[config.mk]
export PLATFORM = sky130hd
export DESIGN_NAME = hybd_ingest_seq
export DESIGN_NICKNAME = d
export VERILOG_FILES = /design/src/rtl/hybd_seq_pkg.sv /design/src/rtl/hybd_seq_credit.sv /design/src/rtl/hybd_ingest_seq.sv
export SDC_FILE = /design/constraint.sdc
export NUM_CORES = 1
export LEC_CHECK = 0
export CAP_MARGIN = 10
export CORE_AREA = 3 3 95 97
export CTS_CLUSTER_DIAMETER = 80
export DETAILED_ROUTE_END_ITERATION = 6
export DIE_AREA = 0 0 98 100
export HOLD_SLACK_MARGIN = 0.06
export PLACE_DENSITY = 0.73
export SETUP_SLACK_MARGIN = 0.1
export SYNTH_ARGS = -nofsm -noshare
export SYNTH_HDL_FRONTEND = slang
export SYNTH_SLANG_ARGS = --single-unit
[constraint.sdc]
create_clock -name core_clk -period 3.9 [get_ports core_clk]
set_input_delay 0.78 -clock core_clk [delete_from_list [all_inputs] [get_ports core_clk]]
set_output_delay 0.78 -clock core_clk [all_outputs]
set_load 0.01 [all_outputs]
[src/rtl/hybd_seq_pkg.sv]
// Shared encodings for the hybrid-top ingest sequencer: FSM states and hybd_status bit positions.
package hybd_seq_pkg;

    typedef enum logic [2:0] {
        S_IDLE   = 3'd0,
        S_CFG    = 3'd1,
        S_WAIT   = 3'd2,
        S_STREAM = 3'd3,
        S_DRAIN  = 3'd4
    } seq_state_e;

    localparam int unsigned ST_SYNC_DONE = 0;
    localparam int unsigned ST_FIFO_REN  = 1;
    localparam int unsigned ST_RPK       = 2;
    localparam int unsigned ST_DONE      = 3;

endpackage

[src/rtl/hybd_seq_credit.sv]
// Saturating FIFO credit counter: load to the limit, decrement per written sample, add a window
// per consumed block, and flag any return that would overshoot the limit.
module hybd_seq_credit #(
    parameter int unsigned CNT_W      = 12,
    parameter int unsigned FIFO_LIMIT = 2048,
    parameter int unsigned WIN_CREDIT = 800
) (
    input  logic             clk,
    input  logic             rst,
    input  logic             load,
    input  logic             inc,
    input  logic             dec,
    output logic [CNT_W-1:0] credit,
    output logic [CNT_W-1:0] credit_next,
    output logic             sat_err
);

    localparam logic [CNT_W:0] LIMIT = (CNT_W + 1)'(FIFO_LIMIT);
    localparam logic [CNT_W:0] WIN   = (CNT_W + 1)'(WIN_CREDIT);

    logic [CNT_W:0] sum;

    // Add before subtracting so a simultaneous return and write never wraps below zero.
    always_comb begin
        sum     = {1'b0, credit};
        sat_err = 1'b0;
        if (inc) begin
            sum = sum + WIN;
        end
        if (dec) begin
            sum = sum - (CNT_W + 1)'(1);
        end
        if (load) begin
            credit_next = LIMIT[CNT_W-1:0];
        end else if (sum > LIMIT) begin
            credit_next = LIMIT[CNT_W-1:0];
            sat_err     = 1'b1;
        end else begin
            credit_next = sum[CNT_W-1:0];
        end
    end

    always_ff @(posedge clk or posedge rst) begin
        if (rst) begin
            credit <= LIMIT[CNT_W-1:0];
        end else begin
            credit <= credit_next;
        end
    end

endmodule

[src/rtl/hybd_ingest_seq.sv]
// Ingest sequencer: routes SYNC_LIMIT samples to sync config, then credit-throttled samples to
// the FIFO. Define SEQ_TIMEOUT_EN to add a WAIT_SYNC watchdog of TMO_CYC cycles.
module hybd_ingest_seq
    import hybd_seq_pkg::*;
#(
    parameter int unsigned DATA_W     = 16,
    parameter int unsigned SYNC_LIMIT = 800,
    parameter int unsigned FIFO_LIMIT = 2048,
    parameter int unsigned WIN_CREDIT = 800,
    parameter int unsigned CNT_W      = 12,
    parameter int unsigned TMO_CYC    = 65535
) (
    input  logic              core_clk,
    input  logic              reset,
    input  logic              start,
    input  logic              stop,
    input  logic              smp_valid,
    input  logic [DATA_W-1:0] smp_data,
    output logic              smp_ready,
    input  logic [3:0]        hybd_status,
    output logic              sync_mux_en,
    output logic [DATA_W-1:0] sync_data,
    output logic              fifo_mux_en,
    output logic [DATA_W-1:0] fifo_data,
    output logic              test_ctrl_en,
    output logic [2:0]        seq_state,
    output logic              seq_err
);

    seq_state_e       state_q, state_d;
    logic [CNT_W-1:0] cfg_cnt_q, cfg_cnt_d;
    logic [CNT_W-1:0] credit, credit_next;
    logic             done_q, done_rise;
    logic             accept, cr_load, cr_inc, cr_dec, cr_sat;
    logic             tmo_hit, tmo_err;
    logic             smp_ready_d, test_ctrl_en_d, seq_err_d;
    logic             unused_status;

    assign accept        = smp_valid & smp_ready;
    assign done_rise     = hybd_status[ST_DONE] & ~done_q;
    assign unused_status = ^{hybd_status[ST_FIFO_REN], hybd_status[ST_RPK]};

`ifdef SEQ_TIMEOUT_EN
    localparam int unsigned TMO_W = $clog2(TMO_CYC + 1);
    logic [TMO_W-1:0] tmo_cnt_q;

    always_ff @(posedge core_clk or posedge reset) begin
        if (reset) begin
            tmo_cnt_q <= '0;
        end else if (state_q == S_WAIT) begin
            tmo_cnt_q <= tmo_cnt_q + TMO_W'(1);
        end else begin
            tmo_cnt_q <= '0;
        end
    end

    assign tmo_hit = (state_q == S_WAIT) && (tmo_cnt_q == TMO_W'(TMO_CYC - 1));
`else
    logic [31:0] unused_tmo;
    assign unused_tmo = TMO_CYC;
    assign tmo_hit    = 1'b0;
`endif

    always_comb begin
        state_d   = state_q;
        cfg_cnt_d = cfg_cnt_q;
        cr_load   = 1'b0;
        tmo_err   = 1'b0;
        unique case (state_q)
            S_IDLE: begin
                if (start) begin
                    state_d   = S_CFG;
                    cfg_cnt_d = '0;
                    cr_load   = 1'b1;
                end
            end
            S_CFG: begin
                if (accept) begin
                    cfg_cnt_d = cfg_cnt_q + CNT_W'(1);
                end
                if (stop) begin
                    state_d = S_IDLE;
                end else if (accept && (cfg_cnt_q == CNT_W'(SYNC_LIMIT - 1))) begin
                    state_d = S_WAIT;
                end
            end
            S_WAIT: begin
                if (stop) begin
                    state_d = S_IDLE;
                end else if (hybd_status[ST_SYNC_DONE]) begin
                    state_d = S_STREAM;
                end else if (tmo_hit) begin
                    state_d = S_IDLE;
                    tmo_err = 1'b1;
                end
            end
            S_STREAM: begin
                if (stop) begin
                    state_d = S_DRAIN;
                end
            end
            S_DRAIN: begin
                if (stop || (credit == CNT_W'(FIFO_LIMIT))) begin
                    state_d = S_IDLE;
                end
            end
            default: state_d = S_IDLE;
        endcase
    end

    // Credit only moves while the FIFO path is live; outside it the counter sits at the limit.
    assign cr_dec = accept && (state_q == S_STREAM);
    assign cr_inc = done_rise && ((state_q == S_STREAM) || (state_q == S_DRAIN));

    hybd_seq_credit #(
        .CNT_W      (CNT_W),
        .FIFO_LIMIT (FIFO_LIMIT),
        .WIN_CREDIT (WIN_CREDIT)
    ) u_credit (
        .clk         (core_clk),
        .rst         (reset),
        .load        (cr_load),
        .inc         (cr_inc),
        .dec         (cr_dec),
        .credit      (credit),
        .credit_next (credit_next),
        .sat_err     (cr_sat)
    );

    // Registered handshake outputs are computed from next state so they align with state_q.
    always_comb begin
        smp_ready_d    = (state_d == S_CFG) ||
                         ((state_d == S_STREAM) && (credit_next != '0));
        test_ctrl_en_d = (state_d == S_STREAM) || (state_d == S_DRAIN);
        seq_err_d      = cr_load ? 1'b0 : (seq_err | cr_sat | tmo_err);
    end

    always_ff @(posedge core_clk or posedge reset) begin
        if (reset) begin
            state_q      <= S_IDLE;
            cfg_cnt_q    <= '0;
            done_q       <= 1'b0;
            smp_ready    <= 1'b0;
            test_ctrl_en <= 1'b0;
            seq_err      <= 1'b0;
            sync_mux_en  <= 1'b0;
            sync_data    <= '0;
            fifo_mux_en  <= 1'b0;
            fifo_data    <= '0;
        end else begin
            state_q      <= state_d;
            cfg_cnt_q    <= cfg_cnt_d;
            done_q       <= hybd_status[ST_DONE];
            smp_ready    <= smp_ready_d;
            test_ctrl_en <= test_ctrl_en_d;
            seq_err      <= seq_err_d;
            sync_mux_en  <= accept && (state_q == S_CFG);
            fifo_mux_en  <= accept && (state_q == S_STREAM);
            if (accept && (state_q == S_CFG)) begin
                sync_data <= smp_data;
            end
            if (accept && (state_q == S_STREAM)) begin
                fifo_data <= smp_data;
            end
        end
    end

    assign seq_state = state_q;

endmodule
* Word-level counts from Yosys, hierarchy flattened *
Cells that the tools add are included.

storage, ports and cells
  flip-flop bits (word level) = 65
  bits of input ports = 25
  output and inout port bits = 40
  logic and storage cells = 63

operators by class
  $add $sub $neg = 3
  magnitude comparators = 1
  eq/ne operators = 11
  mux-type cells = 20
  bitwise operators = 4
  reductions and logical operators = 13

operators by type and width
  operator                                                                 number
  12-bit 2-to-1 mux                                                        4
  13-bit 2-to-1 mux                                                        2
  12-bit one-hot mux with 2 select lines                                   1
  3-bit 2-to-1 mux                                                         7
  3-bit one-hot mux with 5 select lines                                    1
  12-bit by 10-bit adder with 13-bit output, second input constant         1
  13-bit by 12-bit > comparator with 1-bit output, second input constant   1
  13-bit by 1-bit subtractor with 13-bit output, second input constant     1
  12-bit by 1-bit adder with 12-bit output, second input constant          1
  12-bit by 10-bit equality test with 1-bit output, second input constant  1
  12-bit equality test, second input constant                              1
  12-bit nonzero test                                                      1
  3-bit by 2-bit equality test with 1-bit output, second input constant    3
  3-bit by 1-bit equality test with 1-bit output, second input constant    2
  3-bit equality test, second input constant                               2
  1-bit logical AND                                                        5
  1-bit 2-to-1 mux                                                         5
  1-bit logical OR                                                         4
  2-bit != test, second input constant                                     2
  3-bit zero test                                                          1
  3-bit AND reduction                                                      1
  1-bit bitwise AND                                                        2
  2-bit nonzero test                                                       1
  1-bit inverter                                                           1
  1-bit OR                                                                 1

* Longest topological paths before layout *
Gate-level depths: netlist of run 1.

  depth in word-level cells = 12
  depth in mapped cells = 10
  depth with buffers taken out = 9

* By module *
From an unflattened synthesis of run 1, not the netlist that was laid out.

second synthesis, totals
  cell total of the unflattened synthesis = 312
  area total of the unflattened synthesis = 3407.0 sq um

modules (own cells, without submodules)
  module           times used  cells an instance  area an instance (sq um)  sequential area each (sq um)
  hybd_ingest_seq  1           189                2292.2                    1326.3
  hybd_seq_credit  1           123                1114.8                    301.5

* Least setup slack after synthesis of run 1 *
Ideal clock, no wire load.

  path kind = input-to-reg
  start = in smp_valid
  end = reg u_credit.credit[1]
  setup time = 0.080 ns
  arrival time = 2.577 ns
  required time = 3.820 ns
  path slack = 1.242 ns
  stages on the path = 8
  buffers on the path = 1
  cells stage by stage = nand4b_1 > or4_1 > mux2i_1 > xnor2_1 > and4_1 > a41oi_2 > buf_6 > nor3_2

between the ends
  word-level cells in the longest chain between the ends = 6

RTL lines
  item                                             line                    RTL
  start, declared                                  hybd_ingest_seq.sv:17   input logic smp_valid,
  1-bit bitwise AND (*)                            hybd_ingest_seq.sv:39   assign accept = smp_valid & smp_ready;
  1-bit logical AND (*)                            hybd_ingest_seq.sv:112  assign cr_dec = accept && (state_q == S_STREAM);
  13-bit 2-to-1 mux (*)                            hybd_seq_credit.sv:30   if (dec) begin
  13-bit by 12-bit > comparator with 1-bit output  hybd_seq_credit.sv:35   end else if (sum > LIMIT) begin
  12-bit 2-to-1 mux (*)                            hybd_seq_credit.sv:35
  12-bit 2-to-1 mux (*)                            hybd_seq_credit.sv:33   if (load) begin
  named net credit_next[1]                         hybd_ingest_seq.sv:32   logic [CNT_W-1:0] credit, credit_next;
  end signal, assigned                             hybd_seq_credit.sv:45   credit <= LIMIT[CNT_W-1:0];
  end signal, assigned                             hybd_seq_credit.sv:47   credit <= credit_next;
  end, declared                                    hybd_seq_credit.sv:13   output logic [CNT_W-1:0] credit,

The timed path passes the listed nets; every way through them passes the cells marked *.
A chain may end at the register's enable or synchronous reset.

* Worst setup path in the final report of run 1 *
  start = in smp_valid
  end = reg u_credit.credit[9]

The elaborated chain is that of the path after synthesis.

==> results of run 1 <==
==> placed cells by master (no fill, tap or decap), drive strengths merged, types with 2 or more instances in the layout <==
cell           netlist  routed
o2111ai              3       3
o21ai                9       9
nand2b               6       6
clkinv               0       3
o211ai               3       3
nor3                16      16
and3b                2       2
xor2                12      12
dfrtp               64      64
buf                  5       7
o31a                 2       2
nand4                4       4
a211oi               3       3
mux2                34      34
a21oi                4       4
or2                  2       2
xnor2               15      15
or3                  4       4
clkdlybuf4s50        0      62
a32o                 2       2
mux2i                2       2
nand3                6       6
nor2                23      23
inv                  9       9
nor2b                2       2
clkbuf               8      12
nand2               16      16
ha                   4       4
and3                 5       5
a2111oi              2       2
nor4                 5       5
==> flip-flops by register name (all words and copies together) (netlist names), 3 cells and up <==
name and count:
seq_state 3, u_credit.credit 12, fifo_data 16, sync_data 16, cfg_cnt_q 12
==> through the flow <==
step / power [mW] / util (%)
final: 1.662 / 51.79
after global placement: 1.137 / 49.46
after global routing: 1.756 / 51.79
after floorplan: 0.9434 / -
after CTS: 1.691 / 51.79
after detailed placement: 1.143 / 49.46
==> per-layer routing <==
layer	share of wire, %	up-vias
met5	0	-
met3	10	7
met4	1.0	0
met2	45	67
met1	43	1226
li1	-	1182
==> power groups by stage <==
stage                     sequential [mW]  clock [mW]  combinational, mW
after global placement              0.801           0              0.336
after CTS                           0.794       0.556              0.340
final                               0.793       0.534              0.334
after global routing                0.805       0.587              0.364
after floorplan                     0.833           0              0.111
after detailed placement            0.806           0              0.338
==> worst min-delay path by stage <==
stage,start,end,slack [ns],depth (start not counted)
after CTS,fifo_data[0]$_DFFE_PP0P_,fifo_data[0]$_DFFE_PP0P_,0.51,1
after global placement,fifo_data[14]$_DFFE_PP0P_,fifo_data[14]$_DFFE_PP0P_,0.49,1
after detailed placement,sync_data[1]$_DFFE_PP0P_,sync_data[1]$_DFFE_PP0P_,0.50,1
final,fifo_data[0]$_DFFE_PP0P_,fifo_data[0]$_DFFE_PP0P_,0.51,1
after global routing,fifo_data[12]$_DFFE_PP0P_,fifo_data[12]$_DFFE_PP0P_,0.53,1
after floorplan,cfg_cnt_q[11]$_DFFE_PP0P_,cfg_cnt_q[11]$_DFFE_PP0P_,0.51,2
==> layout make-up <==
| cell class | count | area share (%) |
|---|---|---|
| flip-flops and latches | 65 | 38.25 |
| multi-input cells | 205 | 37.55 |
| repair buffers | 69 | 15.82 |
| clock buffers | 12 | 3.881 |
| well taps | 105 | 3.087 |
| inverters | 9 | 0.7939 |
| clock inverters | 4 | 0.6175 |
==> logic make-up after synthesis <==
group	after synthesis	share of synthesized area, %
XOR/XNOR	27	7.325
AND/OR/NAND/NOR	100	17.24
buffers and inverters	22	3.418
AO/OA/AOI/OAI	38	9.542
adder cells (fa/ha/maj)	4	1.503
multiplexers	36	12.10
flip-flops	65	48.87
==> flow_summary.json, run 1 <==
{
  "rsz0062_at_grt": "false",
  "yosysTopAreaCell": "dfrtp_1",
  "vias_per_cell": 5.292,
  "n_fill_cell": 752,
  "syn_inst": 292,
  "crit_arrival_ns": 3.32,
  "timing.rr.start": "seq_state[1]$_DFF_PP0_",
  "startpoint": "smp_valid",
  "grt_pass1_vias": 2649,
  "fin_tns_setup_ns": 0,
  "drtIter0Drc": 81,
  "switching_share_pct": 25.79,
  "clkTransAtPathRegs_ns": 0.07,
  "core_area_mm2": 0.008217,
  "cts_htree_levels": 3,
  "max_freq_mhz": 322.4,
  "dp_slack_ns": 0.4848,
  "ant_nets": 0,
  "synth.most_common_cell": "dfrtp_1",
  "p_comb_share_pct": 20.1,
  "peakVddDrop_mv": 0.2863,
  "yosysTopAreaCellShare_pct": 48.08,
  "grt_max_degree": 37,
  "cp-start-kind": "input port",
  "dp_cells": 453,
  "switchingPower_mw": 0.4286,
  "max-slew-margin-rel_pct": 51.04,
  "crit_buf_inv": 3,
  "diodes": 0,
  "cts.hold.buffers_added": 0,
  "worstSetupPathType": "input port to flop",
  "cts_resized": 0,
  "rows": 33,
  "cp_num_cells": 10,
  "synth_area_leaders": "dfrtp_1, mux2_2, xnor2_1, xor2_1, nor2_1",
  "slew_violations": 0,
  "fin_cells": 469,
  "ys_async_sr_fraction_pct": 100.0,
  "drc_errors": 0,
  "hold_viol": 0,
  "cts_sinks": 65,
  "ys_ff_latch": 65,
  "worstRegToRegCells": 8,
  "yosys-top-cells-count": "dfrtp_1, mux2_2, nor2_1",
  "setup_viol": 0,
  "die_y_um": 100,
  "p_int_mw": 1.233,
  "place_hpwl_um": 5326,
  "grtUsageTotal_pct": 16.01,
  "critPathMaxStageDelay_ns": 0.50,
  "maxCapViolCount": 0,
  "syn_avg_cell_area_um2": 11.41,
  "numPortBuffers": 62,
  "synth-edff-count": 0,
  "die_area_mm2": 0.009800,
  "fin_crit_sh_pct": 79.54,
  "post_cts_buffers": 0,
  "routed_wl_um": 7251,
  "dr_total_vias": 2482,
  "drive_gt1_share_pct": 21.43,
  "area_growth_pct": 27.76,
  "cp_data_required_time_ns": 4.12,
  "die_x_um": 98,
  "place_area_mm2": 0.004064,
  "setup_slack_ns": 0.7980,
  "ys_types": 58,
  "gr-usage-met1_pct": 20.66,
  "gp_congestion": 0.8704,
  "grt_use_met3_pct": 7.088,
  "clockBufferDepth": 2,
  "grt_pass1_wl_um": 12760,
  "root_buffer": "clkbuf_8",
  "gr-total-overflow": 0,
  "skew_ns": 0.005075,
  "worst_slew_pin_slew_ns": 0.7333,
  "crit_family": "buffers and inverters",
  "met2_usage_pct": 24.71,
  "start_util_pct": 40.54,
  "multiInputGateArea_mm2": 0.001598,
  "min_period_ns": 3.102,
  "p_seq_share_pct": 47.7,
  "cts_made_buffers": 9,
  "p_per_area_mw_per_mm2": 390.5,
  "run_status": "completed",
  "cp_cell_sequence": "clkdlybuf4s50_1 > nand4b_1 > buf_4 > nor3_1 > a32o_2 > xnor2_1 > and4_1 > a41oi_2 > buf_4 > a211oi_1",
  "cp-end-kind": "flop",
  "cp-endpoint": "u_credit.credit[9]$_DFF_PP0_",
  "crit_slowest_cell": "clkdlybuf4s50_1",
  "insertion_delay_ns": 0.33,
  "final_cell_area_mm2": 0.004255,
  "ys_seq_area_share_pct": 48.87,
  "wl_per_cell_um": 15.46,
  "synth_ff_type": "dfrtp_1",
  "io_pins": 65,
  "seq_area_mm2": 0.001628,
  "cts_tree": "yes",
  "p_leak_nw": 1.793,
  "r2r-end": "u_credit.credit[9]$_DFF_PP0_",
  "busiest_layer": "met2",
  "reg2reg_slack_ns": 0.83,
  "critPathMostFrequentCell": "buf_4",
  "synth_fp_nets": 321,
  "crit_fanout": 10,
  "p_clk_share_pct": 32.1,
  "holdWs_ns": 0.5059,
  "layout.nets": 388,
  "yosys_warnings": 0,
  "antenna_found_initial": 0,
  "synth_area_mm2": 0.003331,
  "dr.pass1.iters": 4,
  "hold_path_class": "flop to flop"
}
(Power assumes the default switching activity.)
==> run 2: changes to the inputs <==
Clock period 3.9 ns to 3.1 ns, I/O delays scaled along.
==> flow_summary.json, run 2 (synthesis gave the netlist of run 1 again) <==
{
  "p_leak_nw": 1.847,
  "place_hpwl_um": 5527,
  "post_cts_buffers": 0,
  "fin_util_pct": 52.95,
  "layout_commonest_cell": "dfrtp_1",
  "drive_gt1_share_pct": 23.12,
  "cp-end-kind": "flop",
  "n_fill_cell": 716,
  "root_buffer": "clkbuf_8",
  "skew_ns": 0.006229,
  "max_freq_mhz": 348.7,
  "hold_viol": 0,
  "crit_arrival_ns": 3.09,
  "gr-total-overflow": 0,
  "hold_start": "fifo_data[4]$_DFFE_PP0P_",
  "reg_top3": "fifo_data x16, sync_data x16",
  "insertion_delay_ns": 0.33,
  "grt_pass1_wl_um": 13050,
  "grtUsageTotal_pct": 16.51,
  "slew_violations": 0,
  "layout_common_cells": "dfrtp_1, clkdlybuf4s50_1, mux2_2",
  "diodes": 0,
  "dr_total_vias": 2540,
  "crit_family": "simple AND/OR/NAND/NOR gates",
  "die_y_um": 100,
  "cp_cell_sequence": "or3b_1 > a2111oi_4 > a32o_2 > xnor2_1 > and4_1 > a41oi_2 > buf_4 > nor3_1",
  "crit_buf_inv": 1,
  "critPathMaxStageDelay_ns": 0.56,
  "gp_congestion": 0.8668,
  "die_x_um": 98,
  "core_area_mm2": 0.008217,
  "crit_fanout": 9,
  "drc_errors": 0,
  "io_pins": 65,
  "timing.rr.start": "seq_state[1]$_DFF_PP0_",
  "p_per_area_mw_per_mm2": 493.2,
  "area_growth_pct": 30.62,
  "fin_cells": 477,
  "fin_crit_sh_pct": 92.52,
  "dr.pass1.iters": 4,
  "die_area_mm2": 0.009800,
  "clkTransAtPathRegs_ns": 0.07,
  "grt_max_degree": 54,
  "layout.nets": 397,
  "hold_path_class": "flop to flop",
  "rsz0062_at_grt": "false",
  "cts_htree_levels": 3,
  "cts_sinks": 65,
  "grt_pass1_vias": 2650,
  "worst_slew_pin_slew_ns": 0.4221,
  "antenna_found_initial": 0,
  "ant_nets": 0,
  "setup_viol": 0,
  "drtIter0Drc": 75,
  "run_status": "completed",
  "cp-start-kind": "flop",
  "cts_tree": "yes",
  "cts.hold.buffers_added": 0,
  "maxCapViolCount": 0,
  "rows": 33,
  "cts_resized": 0,
  "worstSetupPathType": "flop to flop",
  "wl_per_cell_um": 15.81,
  "max-slew-margin-rel_pct": 71.69,
  "vias_per_cell": 5.325,
  "start_util_pct": 40.54,
  "cp_data_required_time_ns": 3.32,
  "clockBufferDepth": 2,
  "routed_wl_um": 7540,
  "startpoint": "seq_state[1]$_DFF_PP0_",
  "cts_made_buffers": 9,
  "numPortBuffers": 62,
  "peakVddDrop_mv": 0.3370,
  "min_period_ns": 2.868,
  "dp_cells": 462,
  "crit_slowest_cell": "or3b_1"
}
-- run 2: cell type report --
| cell class | count | area [µm²] | area share, % |
|---|---|---|---|
| repair buffers | 78 | 765.7 | 17.60 |
| inverters | 9 | 33.78 | 0.7765 |
| multi-input cells | 205 | 1598 | 36.73 |
| clock buffers | 10 | 137.6 | 3.164 |
| flip-flops and latches | 65 | 1628 | 37.42 |
| well taps | 105 | 131.4 | 3.020 |
| clock inverters | 5 | 56.30 | 1.294 |
-- run 2: per-stage QoR --
| step | cell area (µm²) | power (mW) | setup WS, ns | TNS, ns | hold WS [ns] |
|---|---|---|---|---|---|
| final | 4350 | 2.146 | 0.2318 | 0 | 0.5076 |
| after global routing | 4350 | 2.264 | 0.1065 | 0 | 0.5275 |
| after CTS | 4350 | 2.175 | 0.2095 | 0 | 0.5125 |
| after detailed placement | 4156 | 1.451 | -0.03030 | -0.03030 | 0.4943 |
| after global placement | 4156 | 1.443 | 0.03104 | 0 | 0.4888 |
| after floorplan | 3331 | 1.187 | 0.6023 | 0 | 0.5053 |
-- run 2: path summary, 6_finish.rpt --
path                                                      end  slack, ns  cells past startpoint
worst max-delay path             u_credit.credit[7]$_DFF_PP0_       0.23                      8
worst min-delay path                 fifo_data[4]$_DFFE_PP0P_       0.51                      1
worst max register to register   u_credit.credit[7]$_DFF_PP0_       0.23                      8
worst min register to register       fifo_data[4]$_DFFE_PP0P_       0.51                      1
max in group asynchronous       u_credit.credit[11]$_DFF_PP1_       1.92                      3
min in group asynchronous            sync_data[6]$_DFFE_PP0P_       0.55                      2
-- run 2: routing by layer --
metal  wire (µm)  up-vias  track usage, %
met3         595        0           6.671
met1        3420     1269           20.89
met4           0        0           5.218
met5           0        -               0
met2        3524       68           26.02
li1            -     1203               -
-- run 2: where the power goes --
group          switching (mW)  internal [mW]  leakage, nW
Clock                   0.326          0.388       0.0981
Combinational           0.174          0.265        0.886
Sequential             0.0513          0.942        0.863
Total                   0.551           1.59         1.85
-- run 2: worst register-to-register path: stages (launching register included) --
cell and delay (ns):
dfrtp_1 0.50, or3b_1 0.56, a2111oi_4 0.45, a32o_2 0.23
xnor2_1 0.16, and4_1 0.27, a41oi_2 0.18, buf_4 0.22
nor3_1 0.20
==> run 3: changes to the inputs <==
Settings changed: CORE_AREA 3 3 95 97 to 3 3 96 98, DIE_AREA 0 0 98 100 to 0 0 99 101, SYNTH_HIERARCHICAL set to 1.
==> flow_summary.json, run 3 <==
{
  "run_status": "finished with violations",
  "violations": "negative setup slack",
  "io_pins": 65,
  "ys_types": 62,
  "cts.hold.buffers_added": 0,
  "cts_tree": "yes",
  "n_fill_cell": 726,
  "vias_per_cell": 5.327,
  "die_area_mm2": 0.009999,
  "layout.nets": 468,
  "synth_area_mm2": 0.003407,
  "crit_family": "simple AND/OR/NAND/NOR gates",
  "fin_crit_sh_pct": 102.9,
  "clkTransAtPathRegs_ns": 0.08,
  "gp_congestion": 0.8959,
  "die_x_um": 99,
  "worstSetupPathType": "flop to flop",
  "wl_per_cell_um": 15.95,
  "synth-edff-count": 0,
  "syn_avg_cell_area_um2": 10.92,
  "peakVddDrop_mv": 0.3756,
  "crit_fanout": 6,
  "grtUsageTotal_pct": 18.61,
  "ys_seq_area_share_pct": 47.78,
  "max-slew-margin-rel_pct": 39.99,
  "grt_pass1_wl_um": 14970,
  "ys_ff_latch": 65,
  "final_cell_area_mm2": 0.005081,
  "reg2reg_slack_ns": -0.09,
  "synth_fp_nets": 340,
  "yosys-top-cells-count": "dfrtp_1, mux2_2, nor2_1",
  "fin_util_pct": 59.42,
  "p_leak_nw": 2.195,
  "setup_viol": 1,
  "grt_max_degree": 45,
  "rsz0062_at_grt": "true",
  "cp_data_required_time_ns": 3.31,
  "numPortBuffers": 62,
  "diodes": 0,
  "hold_path_class": "flop to flop",
  "syn_inst": 312,
  "min_period_ns": 3.189,
  "drive_gt1_share_pct": 35.06,
  "area_growth_pct": 49.14,
  "synth.most_common_cell": "dfrtp_1",
  "setup_slack_ns": -0.08878,
  "rows": 34,
  "p_per_area_mw_per_mm2": 479.2,
  "holdWs_ns": 0.5095,
  "yosysTopAreaCellShare_pct": 47.01,
  "layout_common_cells": "dfrtp_1, buf_4, clkdlybuf4s50_1",
  "gr-total-overflow": 0,
  "cp_cell_sequence": "buf_4 > buf_4 > nand2b_1 > nor2_4 > nand3b_1 > and2_4 > a32oi_1 > nand2_1 > a311oi_4 > buf_12 > buf_12 > nor3_4 > nor4_2 > and3_1 > a32oi_1",
  "grt_pass1_vias": 3132,
  "ant_nets": 0,
  "yosys_warnings": 6,
  "ys_async_sr_fraction_pct": 100.0,
  "drtIter0Drc": 122,
  "hold_viol": 0,
  "core_area_mm2": 0.008551,
  "cts_htree_levels": 3,
  "routed_wl_um": 8819,
  "place_hpwl_um": 6069,
  "cts_sinks": 65,
  "slew_violations": 0,
  "die_y_um": 101,
  "dr_total_vias": 2946,
  "drc_errors": 0,
  "critPathMaxStageDelay_ns": 0.40,
  "max_freq_mhz": 313.6,
  "yosysTopAreaCell": "dfrtp_1",
  "root_buffer": "clkbuf_8",
  "maxCapViolCount": 0,
  "synth_ff_type": "dfrtp_1",
  "finalPower_mw": 2.435,
  "crit_arrival_ns": 3.40,
  "cp-end-kind": "flop",
  "cts_made_buffers": 9,
  "crit_buf_inv": 4,
  "cp-start-kind": "flop",
  "insertion_delay_ns": 0.34,
  "skew_ns": 0.01436,
  "crit_slowest_cell": "dfrtp_1",
  "reg_top3": "fifo_data x16, sync_data x16",
  "worst_slew_pin_slew_ns": 0.8988,
  "start_util_pct": 39.84,
  "antenna_found_initial": 0,
  "clockBufferDepth": 2,
  "layout_commonest_cell": "dfrtp_1",
  "synth_area_leaders": "dfrtp_1, mux2_2, nor2_1, xnor2_1, nand2_1",
  "place_area_mm2": 0.004527,
  "dr.pass1.iters": 4
}
-- run 3: cell count changes after synthesis, sizes merged, moves of 3 or more --
cell,previous run,this run
a31oi,0,4
o2111ai,3,0
a21o,1,4
nand2,16,22
nand3,6,10
xor2,12,3
o31ai,0,4
nor2,23,28
clkbuf,8,2
nor4b,1,4
a21oi,4,9
buf,5,8
a32oi,0,3
-- run 3: where the power goes --
group	internal, mW	switching [mW]	total [mW]	leakage [nW]
Combinational	0.319	0.202	0.521	1.21
Sequential	0.956	0.0646	1.02	0.861
Clock	0.542	0.351	0.893	0.124
-- run 3: area by class of cell --
cell class | instances | area (µm²) | share of cell area (%)
repair buffers | 127 | 1146 | 22.56
inverters | 11 | 41.29 | 0.8126
clock inverters | 7 | 125.1 | 2.462
clock buffers | 9 | 123.9 | 2.438
well taps | 108 | 135.1 | 2.659
multi-input cells | 226 | 1882 | 37.04
flip-flops and latches | 65 | 1628 | 32.04
-- run 3: metrics by stage --
step,std cells,worst slack [ns],TNS [ns]
2_1_floorplan,312,0.02091,0
3_5_place_dp,519,-0.5113,-0.7751
4_1_cts,549,-0.1116,-0.1116
3_3_place_gp,519,-0.5120,-0.6005
6_report,553,-0.08878,-0.08878
5_1_grt,553,-0.2709,-0.2709
-- run 3: layer usage --
metal  GRT usage [%]  share of wire (%)
met4           6.513                1.7
met1           23.91                 44
met2           30.11                 49
met3           5.329                6.2
met5               0                  0
-- run 3: cells by family after synthesis --
group,share of synthesized area [%]
AOI/OAI and AO/OA,11.86
DFF,47.78
xor gates and xnor gates,4.334
buffers and inverters,3.048
adders and majority gates,1.102
and+or+nand+nor,20.57
muxes,11.31
-- run 3: worst paths after layout --
check                                                to                       from  depth (start not counted)
min                           sync_data[13]$_DFFE_PP0P_  sync_data[13]$_DFFE_PP0P_                          1
min in group asynchronous  u_credit/credit[0]$_DFF_PP0_                      reset                          2
max                                 smp_ready$_DFF_PP0_     seq_state[1]$_DFF_PP0_                         15
max reg2reg                         smp_ready$_DFF_PP0_     seq_state[1]$_DFF_PP0_                         15
max in group asynchronous     sync_data[13]$_DFFE_PP0P_                      reset                          3
min reg2reg                   sync_data[13]$_DFFE_PP0P_  sync_data[13]$_DFFE_PP0P_                          1
-- run 3: timing repair --
item	4_1_cts	5_1_grt
setup buffers	14	4
gates resized for setup	22	11
setup endpoints to repair	1	4
pin swaps	13	9
